$ cat config.mk
export PLATFORM = sky130hd
export DESIGN_NAME = ultrasonic_scheduler
export DESIGN_NICKNAME = d
export VERILOG_FILES = /design/src/rtl/ultrasonic_scheduler.sv
export SDC_FILE = /design/constraint.sdc
export NUM_CORES = 1
export LEC_CHECK = 0
export ABC_AREA = 1
export ABC_CLOCK_PERIOD_IN_PS = 5200
export BUFFER_PORTS_ARGS = -buffer_cell sky130_fd_sc_hd__buf_2
export CAP_MARGIN = 20
export CORE_MARGIN = 3
export CORE_UTILIZATION = 55
export DETAILED_ROUTE_END_ITERATION = 12
export HOLD_SLACK_MARGIN = 0.02
export MAX_ROUTING_LAYER = met4
export PLACE_DENSITY = 0.75
export SLEW_MARGIN = 40
export SYNTH_ARGS = -nofsm -noshare
export SYNTH_HDL_FRONTEND = slang
export SYNTH_SLANG_ARGS = --single-unit
$ cat constraint.sdc
create_clock -name CLK -period 5.2 [get_ports CLK]
set_input_delay 1.04 -clock CLK [delete_from_list [all_inputs] [get_ports CLK]]
set_output_delay 1.04 -clock CLK [all_outputs]
set_load 0.01 [all_outputs]
$ cat src/rtl/ultrasonic_scheduler.sv
// ultrasonic_scheduler
//   Time-multiplexes two HC-SR04-style ultrasonic sensors so their pings never
//   overlap. Each slot fires one trigger pulse, waits for the echo to rise,
//   measures the echo-high time in units of DIV clock cycles, then holds a
//   quiet gap before handing the next slot to the other sensor.
//
// Ports
//   CLK     system clock
//   RESET   synchronous, active-high reset
//   enable  run the ping schedule; sampled only when leaving IDLE or GAP
//   echo    raw asynchronous echo pins, bit i = sensor i
//   trig    trigger pins, bit i = sensor i
//   dist0   last valid distance of sensor 0
//   dist1   last valid distance of sensor 1
//   valid   one-cycle strobe, bit i pulses together with a new dist_i
//   tmo     sticky timeout flag per sensor, cleared by that sensor's next valid
//   busy    high whenever the scheduler is not IDLE
//   sel     sensor that owns the current slot
module ultrasonic_scheduler #(
    parameter int TRIG_CYCLES  = 1000,
    parameter int DIV          = 100,
    parameter int RISE_TIMEOUT = 100000,
    parameter int ECHO_TIMEOUT = 2500000,
    parameter int GAP_CYCLES   = 500000,
    parameter int DW           = 16
) (
    input  logic          CLK,
    input  logic          RESET,
    input  logic          enable,
    input  logic [1:0]    echo,
    output logic [1:0]    trig,
    output logic [DW-1:0] dist0,
    output logic [DW-1:0] dist1,
    output logic [1:0]    valid,
    output logic [1:0]    tmo,
    output logic          busy,
    output logic          sel
);

    // One shared slot counter, wide enough for the longest phase so it never wraps.
    localparam int M1   = (RISE_TIMEOUT > ECHO_TIMEOUT) ? RISE_TIMEOUT : ECHO_TIMEOUT;
    localparam int M2   = (M1 > GAP_CYCLES) ? M1 : GAP_CYCLES;
    localparam int CMAX = (M2 > TRIG_CYCLES) ? M2 : TRIG_CYCLES;
    localparam int CW   = $clog2(CMAX + 1);
    localparam int PW   = (DIV > 1) ? $clog2(DIV) : 1;

    localparam logic [CW-1:0] TRIG_LAST = CW'(TRIG_CYCLES - 1);
    localparam logic [CW-1:0] RISE_LAST = CW'(RISE_TIMEOUT - 1);
    localparam logic [CW-1:0] ECHO_LAST = CW'(ECHO_TIMEOUT - 1);
    localparam logic [CW-1:0] GAP_LAST  = CW'(GAP_CYCLES - 1);
    localparam logic [PW-1:0] DIV_LAST  = PW'(DIV - 1);

    typedef enum logic [2:0] {IDLE, TRIG, WAIT_RISE, MEASURE, GAP} state_t;

    state_t        state, state_nxt;
    logic [1:0]    es_p0, es_p1;
    logic          es_sel;
    logic [CW-1:0] cnt, cnt_nxt;
    logic [PW-1:0] pre, pre_nxt;
    logic [DW-1:0] acc, acc_nxt;
    logic          sel_nxt;
    logic          dist_ld;
    logic          tmo_set;

    // Accumulator increment that sticks at all-ones instead of wrapping.
    function automatic logic [DW-1:0] sat_inc(input logic [DW-1:0] v);
        return (&v) ? v : v + 1'b1;
    endfunction

    // Only the selected sensor's synchronized echo is ever looked at.
    assign es_sel = es_p1[sel];
    assign trig   = (state == TRIG) ? (sel ? 2'b10 : 2'b01) : 2'b00;
    assign busy   = (state != IDLE);

    always_ff @(posedge CLK) begin
        if (RESET) state <= IDLE;
        else       state <= state_nxt;
    end

    always_comb begin
        state_nxt = state;
        cnt_nxt   = cnt;
        pre_nxt   = pre;
        acc_nxt   = acc;
        sel_nxt   = sel;
        dist_ld   = 1'b0;
        tmo_set   = 1'b0;
        case (state)
            IDLE: begin
                if (enable) begin
                    state_nxt = TRIG;
                    cnt_nxt   = '0;
                end
            end
            TRIG: begin
                if (cnt == TRIG_LAST) begin
                    state_nxt = WAIT_RISE;
                    cnt_nxt   = '0;
                end else begin
                    cnt_nxt = cnt + 1'b1;
                end
            end
            WAIT_RISE: begin
                if (es_sel) begin
                    state_nxt = MEASURE;
                    cnt_nxt   = '0;
                    pre_nxt   = '0;
                    acc_nxt   = '0;
                end else if (cnt == RISE_LAST) begin
                    tmo_set   = 1'b1;
                    state_nxt = GAP;
                    cnt_nxt   = '0;
                end else begin
                    cnt_nxt = cnt + 1'b1;
                end
            end
            MEASURE: begin
                // A falling edge is checked first, so a completed echo beats
                // a timeout landing in the same cycle.
                if (!es_sel) begin
                    dist_ld   = 1'b1;
                    state_nxt = GAP;
                    cnt_nxt   = '0;
                end else if (cnt == ECHO_LAST) begin
                    tmo_set   = 1'b1;
                    state_nxt = GAP;
                    cnt_nxt   = '0;
                end else begin
                    cnt_nxt = cnt + 1'b1;
                    if (pre == DIV_LAST) begin
                        pre_nxt = '0;
                        acc_nxt = sat_inc(acc);
                    end else begin
                        pre_nxt = pre + 1'b1;
                    end
                end
            end
            GAP: begin
                if (cnt == GAP_LAST) begin
                    sel_nxt   = ~sel;
                    cnt_nxt   = '0;
                    state_nxt = enable ? TRIG : IDLE;
                end else begin
                    cnt_nxt = cnt + 1'b1;
                end
            end
            default: begin
                state_nxt = IDLE;
                cnt_nxt   = '0;
            end
        endcase
    end

    always_ff @(posedge CLK) begin
        if (RESET) begin
            es_p0 <= '0;
            es_p1 <= '0;
            cnt   <= '0;
            pre   <= '0;
            acc   <= '0;
            sel   <= 1'b0;
            dist0 <= '0;
            dist1 <= '0;
            valid <= '0;
            tmo   <= '0;
        end else begin
            // p0 -> p1: two-flop synchronizer for the asynchronous echo pins
            es_p0 <= echo;
            es_p1 <= es_p0;
            cnt   <= cnt_nxt;
            pre   <= pre_nxt;
            acc   <= acc_nxt;
            sel   <= sel_nxt;
            valid <= '0;
            // Distance and its strobe are registered together so valid lines
            // up with the new value.
            if (dist_ld) begin
                if (sel) begin
                    dist1    <= acc;
                    valid    <= 2'b10;
                    tmo[1]   <= 1'b0;
                end else begin
                    dist0    <= acc;
                    valid    <= 2'b01;
                    tmo[0]   <= 1'b0;
                end
            end
            if (tmo_set) tmo[sel] <= 1'b1;
        end
    end

endmodule

[After elaboration in Yosys (flattened, before gate mapping)]
Cells that the tools add are included.
Widths: inputs -> output; s select.
Operators by class
  bitwise operators: 3
  order comparisons: 2
  reduce and logical (&&, ||, !) cells: 12
  muxes and demuxes: 46
  $add $sub $neg: 3
  equality and inequality tests: 19
Operator list (number)
  $mux 22: 7
  $pmux 22 s5: 1
  $mux 16: 5
  $pmux 16 s2: 1
  $mux 7: 4
  $add 22x1->22 const B: 1
  $eq 22x10->1 const B: 1
  $eq 22x17->1 const B: 1
  $eq 22x19->1 const B: 1
  $eq 22x22->1 const B: 1
  $mux 3: 7
  $add 16x1->16 const B: 1
  $reduce_and 16->1: 1
  $pmux 3 s5: 1
  $ne 2x2->1 const B: 7
  $pmux 7 s2: 1
  $mux 1: 12
  $mux 2: 5
  $add 7x1->7 const B: 1
  $eq 7x7->1 const B: 1
  $eq 3x2->1 const B: 2
  $ne 3x3->1 const B: 2
  $reduce_and 2->1: 3
  $reduce_and 6->1: 1
  16 further kinds: 17
Word-level totals
  flip-flop bits (word level): 89
  logic and storage cells: 96
  input bits: 5

[Longest topological paths before layout]
Gate-level depths: netlist (run 1).
  depth after elaboration: 8
  mapped depth: 13

[Worst setup path after synthesis (run 1)]
Ideal clock, no wire load.
  path type: input to register
  start point: in RESET
  end point: reg dist1[11]
  data required time: 5135 ps
  data arrival time: 2019 ps
  path slack: 3116 ps
  cell stages on the path: 6
  path through: clkbuf_1 > inv_1 > clkbuf_1 > clkbuf_1 > o21ai_0 > nor2_1
RTL lines
  start: declaration: line 28  | input logic RESET,
  end signal: assignment: line 163  | dist1 <= '0;
  end signal: assignment: line 179  | dist1 <= acc;
  end: declaration: line 33  | output logic [DW-1:0] dist1,

==> results of run 1 <==
[report_power, final]
part | total [mW] | internal, mW | switching (mW) | leakage (nW)
Combinational | 0.210 | 0.0535 | 0.156 | 1.23
Sequential | 0.709 | 0.696 | 0.0125 | 0.718
Clock | 0.551 | 0.291 | 0.260 | 0.115
Total | 1.47 | 1.04 | 0.429 | 2.06
[per-layer routing]
metal / part of all wire, % / up-vias / wire length (µm) / track usage (%)
met2: 44 / 138 / 4790 / 36.4
met5: 0 / - / 0 / -
li1: - / 2284 / - / -
met4: 1.2 / 0 / 126 / 5.11
met1: 49 / 2068 / 5330 / 33.2
met3: 5.8 / 15 / 626 / 3.16
[kinds of logic (layout without fill, tap and decap cells)]
| logic type | count (synthesis) | after routing | share of synthesized area (%) |
|---|---|---|---|
| AND/OR/NAND/NOR | 396 | 396 | 37.7 |
| AO/OA/AOI/OAI | 93 | 93 | 11.0 |
| XOR/XNOR | 17 | 17 | 3.22 |
| flip-flops | 89 | 89 | 38.6 |
| buffers and inverters | 95 | 134 | 8.64 |
| adder cells (fa/ha/maj) | 3 | 3 | 0.813 |
[cell usage after synthesis (2+ instances only)]
master | count | area share [%]
nand2_2 | 5 | 0.68
buf_4 | 3 | 0.49
nor3_1 | 14 | 1.5
nand3b_1 | 3 | 0.49
nor2_1 | 120 | 9.8
o21bai_1 | 2 | 0.33
nand4_1 | 15 | 2.0
xnor2_1 | 2 | 0.38
a21oi_1 | 48 | 5.2
inv_2 | 8 | 0.65
o21ai_1 | 6 | 0.65
buf_2 | 7 | 0.76
nor2_4 | 5 | 1.2
o21ai_2 | 8 | 1.5
nand2_1 | 165 | 13
nor2_2 | 6 | 0.81
xor2_1 | 15 | 2.8
nand3_2 | 2 | 0.43
dfxtp_1 | 89 | 39
ha_1 | 3 | 0.81
o21ai_0 | 26 | 2.8
buf_6 | 3 | 0.73
clkbuf_1 | 9 | 0.73
inv_1 | 64 | 5.2
nand3_1 | 55 | 6.0
[path summary, 6_finish.rpt]
check | startpoint | end
worst max register to register | state[1] | dist0[11]
worst min-delay path | es_p0[0] | es_p1[0]
worst max-delay path | RESET | dist0[11]
worst min register to register | es_p0[0] | es_p1[0]
[worst max-delay path, cell delays in order]
cell     delay (ns)
buf_2          0.53
inv_1          0.13
nand2_1        0.49
inv_1          0.19
nand2_1        0.11
nand2_1        0.05
[layout by cell type, fill, tap and decap left out, drive strengths merged, types with 2 or more instances in the layout]
master	instances
a21oi	48
buf	46
bufinv	2
clkbuf	10
dfxtp	89
ha	3
inv	75
nand2	170
nand3	57
nand3b	3
nand4	15
nor2	132
nor3	16
o21ai	40
o21bai	2
xnor2	2
xor2	15
[layout make-up]
type | instances | area [µm²] | share of cell area (%)
clock buffers | 10 | 138 | 2.70
clock inverters | 6 | 96.3 | 1.89
inverters | 72 | 270 | 5.31
multi-input cells | 509 | 2440 | 48.0
flip-flops and latches | 89 | 1780 | 35.0
well taps | 102 | 128 | 2.51
repair buffers | 46 | 235 | 4.62
[sequential cells by signal, indices dropped and copies added, names as in the netlist, 3 cells and up, named ones only]
name / flops
state: 3
cnt: 22
pre: 7
dist1: 16
acc: 16
dist0: 16
[through the flow]
step	instance area (µm²)	util, %	setup WS, ns
6_report	5090	64.2	2.92
5_1_grt	5090	64.2	2.74
4_1_cts	5090	64.2	2.93
3_5_place_dp	4850	61.2	2.56
3_3_place_gp	4850	61.2	2.62
2_1_floorplan	4620	-	3.12
==> flow_summary.yaml, run 1 <==
place:
  dp_cells: 818
  dp_hpwl_um: 7710
  port_buffers: 44
  gp_congestion: 1.00
routing:
  drt_first_pass_iters: 7
  post_drt_wl_per_cell_um: 13.0
  drc: 0
  wl_um: 10900
  drtIter0Drc: 333
  vias: 4505
  viasPerCell: 5.40
  drtAntennaViolNets: 0
power_and_ir_drop:
  total_power_mw: 1.47
  leakagePower_nw: 2.06
  ir_worst_vdd_mv: 0.297
  powerDensity_mw_per_mm2: 289
cts:
  cts_buffers: 9
  cts-root-buf: "clkbuf_8"
  cts_tree: "yes"
  cts_setup_buffers: 0
  clockBufferDepth: 2
  clock_sinks: 89
  hold_buffers: 0
  cts_resized: 0
  htreeDepth: 3
  clock_latency_ns: 0.36
  clk_pin_slew_ns: 0.10
synth:
  syn_nets: 701
  syn_area_mm2: 0.00462
  synthCells: 693
  synth_edf_count: 0
  synth_async_sr_flop_share_pct: 0
  yosys_warnings: 0
  seq_area_frac_synth_pct: 38.6
  ys_seq_elements: 89
  syn_avg_cell_area_um2: 6.66
  synthFlopType: "dfxtp_1"
  yosys.cell_types.count: 35
grt:
  grt_pass1_wl_um: 18600
  grt_util_all_layers_pct: 23.6
  grt_pass1_vias: 4047
  grt_overflow: 0
  grt_max_degree: 41
  antenna_found_initial: 0
sta:
  report.final.setup_viol: 0
  worstMarginPinSlew_ns: 0.688
  fmax_mhz: 438
  setup_tns_ns: 0
  fin_crit_sh_pct: 43.9
  rsz0062_at_grt: "no"
  slew_viol_final: 0
  holdWs_ns: 0.405
  min_period_ns: 2.28
  hold_violations: 0
  skew_ns: 0.0149
  relSlewSlack_pct: 54.1
floorplan:
  die_h_um: 97.6
  ios: 45
  core-area_mm2: 0.00793
  dieArea_mm2: 0.00953
  start_util_pct: 58.3
  rows: 32
  chipWidth_um: 97.6
layout:
  final_cells: 834
  final_layout_size_suffix_gt1_share_pct: 13.7
  num_antenna_cells: 0
  fin_nets: 735
  fill_cells: 735
  synthToLayoutAreaGrowth_pct: 10.2
job:
  drv_cap: 0
setup_path:
  crit_fanout: 36
  endpoint_kind: "register"
  arrival_ns: 2.55
  r2r_cells: 10
  start_kind: "input pin"
  worstPathRequired_ns: 5.47
  rrSetupSlack_ns: 3.01
  critPathKind: "in -> reg"
outcome:
  outcome: "complete, no violations"
hold_path:
  hold_depth: 2
  worst_hold_path_type: "reg -> reg"
No activity file was read; power rests on OpenSTA's default activity.
==> inputs of run 2 (changes only) <==
--- a/config.mk
+++ b/config.mk
@@ -6,7 +6,7 @@
 export NUM_CORES = 1
 export LEC_CHECK = 0
 export ABC_AREA = 1
-export ABC_CLOCK_PERIOD_IN_PS = 5200
+export ABC_CLOCK_PERIOD_IN_PS = 2300
 export BUFFER_PORTS_ARGS = -buffer_cell sky130_fd_sc_hd__buf_2
 export CAP_MARGIN = 20
 export CORE_MARGIN = 3
==> constraint.sdc (replaced) <==
create_clock -name CLK -period 2.3 [get_ports CLK]
set_input_delay 0.46 -clock CLK [delete_from_list [all_inputs] [get_ports CLK]]
set_output_delay 0.46 -clock CLK [all_outputs]
set_load 0.01 [all_outputs]
==> run 2 against run 1 <==
First-iteration DRC count is 35% lower. Die area stayed put. Largest cell class unchanged. Highest routed layer unchanged. Register-to-register slack worse by 2.7 ns. Worst hold slack worse by 0.11 ns. Critical endpoint is now cnt[2]. Wire length is 4.0% higher. Final area is 0.47% lower. Critical path type is now reg -> reg. Largest power group unchanged.
==> flow_summary.yaml, run 2 (synthesis gave the netlist of run 1 again) <==
cts:
  cts_buffers: 9
  cts-root-buf: "clkbuf_8"
  cts_tree: "yes"
  cts_setup_buffers: 0
  clk_pin_slew_ns: 0.09
  cts_resized: 0
  htreeDepth: 3
  hold_buffers: 0
  clockBufferDepth: 2
  clock_sinks: 89
  clock_latency_ns: 0.37
setup_path:
  critPathKind: "reg -> reg"
  crit_chain: "ha_1, nand2_1, inv_1, nand2_1, nor2_2, nand3_1, nand2_1, nand2_2, nor2_4, nand2_2, nand2_2, nor2_1"
  r2r_cells: 12
  cp_num_cells: 12
  endpoint_kind: "register"
  start_kind: "register"
  crit_family: "simple AND/OR/NAND/NOR gates"
  worstPathRequired_ns: 2.55
  rrSetupSlack_ns: 0.27
  cpPeakStageDelay_ns: 0.38
  crit_fanout: 13
  arrival_ns: 2.28
  slowest_stage: "dfxtp_1"
  path_buf_inv: 1
grt:
  grt_overflow: 0
  grt_util_all_layers_pct: 24.6
  grt_pass1_wl_um: 19000
  grt_max_degree: 36
  grt_pass1_vias: 4088
  antenna_found_initial: 0
routing:
  drtIter0Drc: 217
  wl_um: 11300
  viasPerCell: 5.45
  vias: 4572
  post_drt_wl_per_cell_um: 13.5
  drt_first_pass_iters: 5
  drtAntennaViolNets: 0
  drc: 0
sta:
  fin_ws_ns: 0.270
  setup_tns_ns: 0
  rsz0062_at_grt: "no"
  slew_viol_final: 0
  holdWs_ns: 0.298
  skew_ns: 0.0122
  hold_violations: 0
  min_period_ns: 2.03
  report.final.setup_viol: 0
  worstMarginPinSlew_ns: 0.589
  fin_crit_sh_pct: 88.2
  relSlewSlack_pct: 60.7
  fmax_mhz: 493
power_and_ir_drop:
  leakagePower_nw: 2.05
  powerDensity_mw_per_mm2: 609
  ir_worst_vdd_mv: 0.422
  total_power_mw: 3.09
place:
  placed_cell_area_mm2: 0.00489
  post-place-ws_ns: 0.317
  dp_cells: 823
  gp_congestion: 0.904
  dp_hpwl_um: 8310
  port_buffers: 44
hold_path:
  worst_hold_path_type: "in -> reg"
  hold_depth: 3
layout:
  num_antenna_cells: 0
  final_cells: 839
  fin_util_pct: 63.9
  largest_reg_flops: 22
  final_common_cell: "nand2_1"
  fin_area_mm2: 0.00507
  final_layout_size_suffix_gt1_share_pct: 14.0
  most-common-layout-cells: "165 x nand2_1, 120 x nor2_1, 89 x dfxtp_1, 64 x inv_1, 55 x nand3_1"
  synthToLayoutAreaGrowth_pct: 9.73
  regMostFlops: "cnt"
  fin_nets: 740
  fill_cells: 728
job:
  drv_cap: 0
floorplan:
  start_util_pct: 58.3
  core-area_mm2: 0.00793
  die_h_um: 97.6
  rows: 32
  ios: 45
  chipWidth_um: 97.6
  dieArea_mm2: 0.00953
outcome:
  outcome: "complete, no violations"
==> run 2: cell types whose count changed in the layout (fill, tap and decap cells not counted) <==
| cell | before | now |
|---|---|---|
| clkinv_4 | 0 | 1 |
| inv_8 | 1 | 0 |
| clkbuf_1 | 0 | 1 |
| nor3_1 | 13 | 14 |
| bufinv_16 | 2 | 0 |
| inv_6 | 2 | 3 |
| nor3_2 | 2 | 1 |
| clkbuf_8 | 10 | 9 |
| buf_4 | 2 | 7 |
| clkinvlp_4 | 1 | 2 |
==> run 2: final timing paths <==
| check | start | endpoint |
|---|---|---|
| worst max-delay path | cnt[0] | cnt[2] |
| worst min-delay path | echo[0] | es_p0[0] |
| worst max register to register | cnt[0] | cnt[2] |
| worst min register to register | es_p0[1] | es_p1[1] |
==> run 2: cell type report <==
type / count / area, µm² / share of cell area [%]
multi-input cells: 509 / 2440 / 48.1
flip-flops and latches: 89 / 1780 / 35.2
repair buffers: 51 / 273 / 5.38
inverters: 72 / 270 / 5.33
clock buffers: 10 / 128 / 2.52
well taps: 102 / 128 / 2.52
clock inverters: 6 / 50.0 / 0.988
==> run 2: report_power, final <==
group          internal (mW)  switching, mW
Sequential              1.57         0.0255
Clock                  0.406          0.591
Combinational          0.136          0.352
Total                   2.12          0.969
==> run 2: tightest hold or removal path, cell delays in order <==
cell and delay [ns]:
buf_2 0.09, inv_1 0.04, nor2_1 0.03
==> run 2: routing by layer <==
| layer | GRT usage (%) | part of all wire (%) |
|---|---|---|
| met1 | 34.3 | 48 |
| met2 | 37.2 | 44 |
| met3 | 3.23 | 6.4 |
| met4 | 7.56 | 1.5 |
| met5 | - | 0 |
==> inputs of run 3 (changes only) <==
--- a/config.mk
+++ b/config.mk
@@ -5,16 +5,18 @@
 export SDC_FILE = /design/constraint.sdc
 export NUM_CORES = 1
 export LEC_CHECK = 0
-export ABC_AREA = 1
+export ABC_AREA = 0
 export ABC_CLOCK_PERIOD_IN_PS = 2300
 export BUFFER_PORTS_ARGS = -buffer_cell sky130_fd_sc_hd__buf_2
 export CAP_MARGIN = 20
+export CELL_PAD_IN_SITES_DETAIL_PLACEMENT = 2
+export CELL_PAD_IN_SITES_GLOBAL_PLACEMENT = 2
 export CORE_MARGIN = 3
-export CORE_UTILIZATION = 55
+export CORE_UTILIZATION = 35
 export DETAILED_ROUTE_END_ITERATION = 12
 export HOLD_SLACK_MARGIN = 0.02
 export MAX_ROUTING_LAYER = met4
-export PLACE_DENSITY = 0.75
+export PLACE_DENSITY_LB_ADDON = 0.1
 export SLEW_MARGIN = 40
 export SYNTH_ARGS = -nofsm -noshare
 export SYNTH_HDL_FRONTEND = slang
==> run 3 against run 2 <==
The flow now finishes with violations (setup timing). Synthesized area fell by 13%. Setup slack got worse by 0.41 ns. Critical path depth is 4 lower. Cell count shrank 19%. Register-to-register slack worse by 0.41 ns. Global-route usage fell by 4.2 points. Core utilization decreased by 16 points. Largest power group unchanged.
==> flow_summary.yaml, run 3 <==
outcome:
  outcome: "complete, but fails checks"
  violations: "setup timing"
place:
  post-place-ws_ns: -0.263
  dp_hpwl_um: 8580
  gp_congestion: 0.818
  port_buffers: 44
  dp_cells: 654
  placed_cell_area_mm2: 0.00463
floorplan:
  ios: 45
  core-area_mm2: 0.0110
  chipWidth_um: 113
  dieArea_mm2: 0.0128
  die_h_um: 113
  rows: 38
  start_util_pct: 36.4
sta:
  min_period_ns: 2.44
  fin_ws_ns: -0.141
  hold_violations: 0
  fin_crit_sh_pct: 106
  report.final.setup_viol: 37
  relSlewSlack_pct: 66.6
  worstMarginPinSlew_ns: 0.496
  fmax_mhz: 410
  slew_viol_final: 0
  skew_ns: 0.00925
  rsz0062_at_grt: "yes"
hold_path:
  holdCritStartpoint: "echo[1]"
  worst_hold_path_type: "in -> reg"
  hold_depth: 2
  min_to: "es_p0[1]"
cts:
  cts_buffers: 9
  cts-root-buf: "clkbuf_16"
  clock_latency_ns: 0.35
  clock_sinks: 89
  clk_pin_slew_ns: 0.06
  htreeDepth: 3
  cts_tree: "yes"
  clockBufferDepth: 2
  hold_buffers: 0
synth:
  syn_nets: 462
  synth.most_common_cell: "dfxtp_1"
  synth_edf_count: 0
  ys_top_cells_by_area: "dfxtp_1 45%, mux2i_1 8.5%, nor2_1 6.8%, xnor2_1 3.9%, a21oi_1 2.9%"
  yosys_warnings: 0
  syn_avg_cell_area_um2: 8.81
  seq_area_frac_synth_pct: 44.5
  synthCells: 454
  yosys.cell_types.count: 56
  synth_async_sr_flop_share_pct: 0
  ys_seq_elements: 89
  yosys.area.top_type: "dfxtp_1"
  yosys.area.top_type_share_pct: 44.5
  synthFlopType: "dfxtp_1"
  syn_area_mm2: 0.00400
  ys_top_cells_by_count: "89 x dfxtp_1, 73 x nor2_1, 34 x mux2i_1"
grt:
  antenna_found_initial: 0
  grt_pass1_wl_um: 20200
  grt_overflow: 0
  grt_util_all_layers_pct: 20.5
  grt_max_degree: 28
  grt_pass1_vias: 3840
layout:
  most-common-layout-cells: "86 x dfxtp_1, 72 x nor2_1, 45 x buf_4, 44 x buf_2, 34 x mux2i_1"
  final_cells: 680
  fin_area_mm2: 0.00529
  regMostFlops: "cnt"
  fin_nets: 543
  synthToLayoutAreaGrowth_pct: 32.1
  num_antenna_cells: 0
  final_layout_size_suffix_gt1_share_pct: 29.8
  final_common_cell: "dfxtp_1"
  largest_reg_flops: 22
  fill_cells: 1179
setup_path:
  r2r-start: "cnt[4]"
  critPathKind: "reg -> reg"
  arrival_ns: 2.66
  endpoint_kind: "register"
  worstPathRequired_ns: 2.52
  reg2reg_to: "cnt[10]"
  start_kind: "register"
  crit_fanout: 13
  r2r_cells: 8
  rrSetupSlack_ns: -0.14
job:
  drv_cap: 0
power_and_ir_drop:
  ir_worst_vdd_mv: 0.477
  total_power_mw: 3.99
  powerDensity_mw_per_mm2: 755
  leakagePower_nw: 2.13
routing:
  drtIter0Drc: 135
  vias: 3703
  wl_um: 13500
  post_drt_wl_per_cell_um: 19.8
  viasPerCell: 5.45
  met3_length_um: 370
  wl_met1_um: 6480
  drc: 0
  drtAntennaViolNets: 0
  drt_first_pass_iters: 4
  wl_met2_um: 6400
  top_layer: "met4"
-- run 3: logic make-up after synthesis --
group                      after synthesis  synth area share, %
muxes                                   34                 8.51
buffers and inverters                   33                 3.41
adders and majority gates                3                0.938
AOI/OAI and AO/OA                       64                 10.8
and+or+nand+nor                        208                 26.8
xor gates and xnor gates                23                 5.03
DFF                                     89                 44.5
-- run 3: final cells by class --
cell class                      count  area (µm²)  share of cell area, %
Clock buffer                       13         280                   5.30
Clock inverter                      3        46.3                  0.876
Inverter                            8        30.0                  0.568
Multi-Input combinational cell    332        2300                   43.5
Sequential cell                    89        1790                   33.8
Tap cell                          140         175                   3.31
Timing Repair Buffer               95         671                   12.7
-- run 3: timing repair --
item,CTS,global route
setup buffers,3,4
gates resized for setup,7,40
pin swaps,2,20
setup endpoints to repair,28,49
cloned,0,3
-- run 3: per-stage QoR --
| stage | TNS, ns | hold slack [ns] | utilization, % |
|---|---|---|---|
| floorplan | -0.00650 | 0.414 | - |
| global placement | -1.31 | 0.435 | 42.2 |
| detailed placement | -3.77 | 0.435 | 42.2 |
| CTS | -1.24 | 0.324 | 45.8 |
| global route | -5.50 | 0.374 | 48.1 |
| finish | -3.13 | 0.329 | 48.1 |
-- run 3: where the power goes --
| group | leakage [nW] | switching [mW] | internal (mW) |
|---|---|---|---|
| clock | 0.158 | 0.616 | 0.963 |
| sequential | 0.719 | 0.0453 | 1.58 |
| combinational | 1.25 | 0.462 | 0.327 |
| total | 2.13 | 1.12 | 2.87 |
-- run 3: how the worst max path moves through the flow --
stage / cells after the start / endpoint / slack, ns / startpoint
after detailed placement: 7 / state[1] / -0.26 / cnt[0]
after floorplan: 7 / state[0] / -0.006 / cnt[11]
after global routing: 7 / state[0] / -0.22 / cnt[4]
after global placement: 7 / state[1] / -0.15 / cnt[0]
after CTS: 6 / state[1] / -0.11 / cnt[4]
final: 8 / cnt[10] / -0.14 / cnt[4]
-- run 3: critical path: stages (launching register included) --
cell	delay (ns)
dfxtp_2	0.35
or3b_1	0.38
or4_4	0.58
o41ai_4	0.27
nand4_2	0.21
buf_6	0.17
o21bai_4	0.14
buf_12	0.16
nor2_1	0.06
-- run 3: per-layer routing --
layer	vias up	track usage, %
met1	1875	27.1
met5	-	-
met2	57	31.9
met3	19	3.26
met4	0	6.97
li1	1752	-
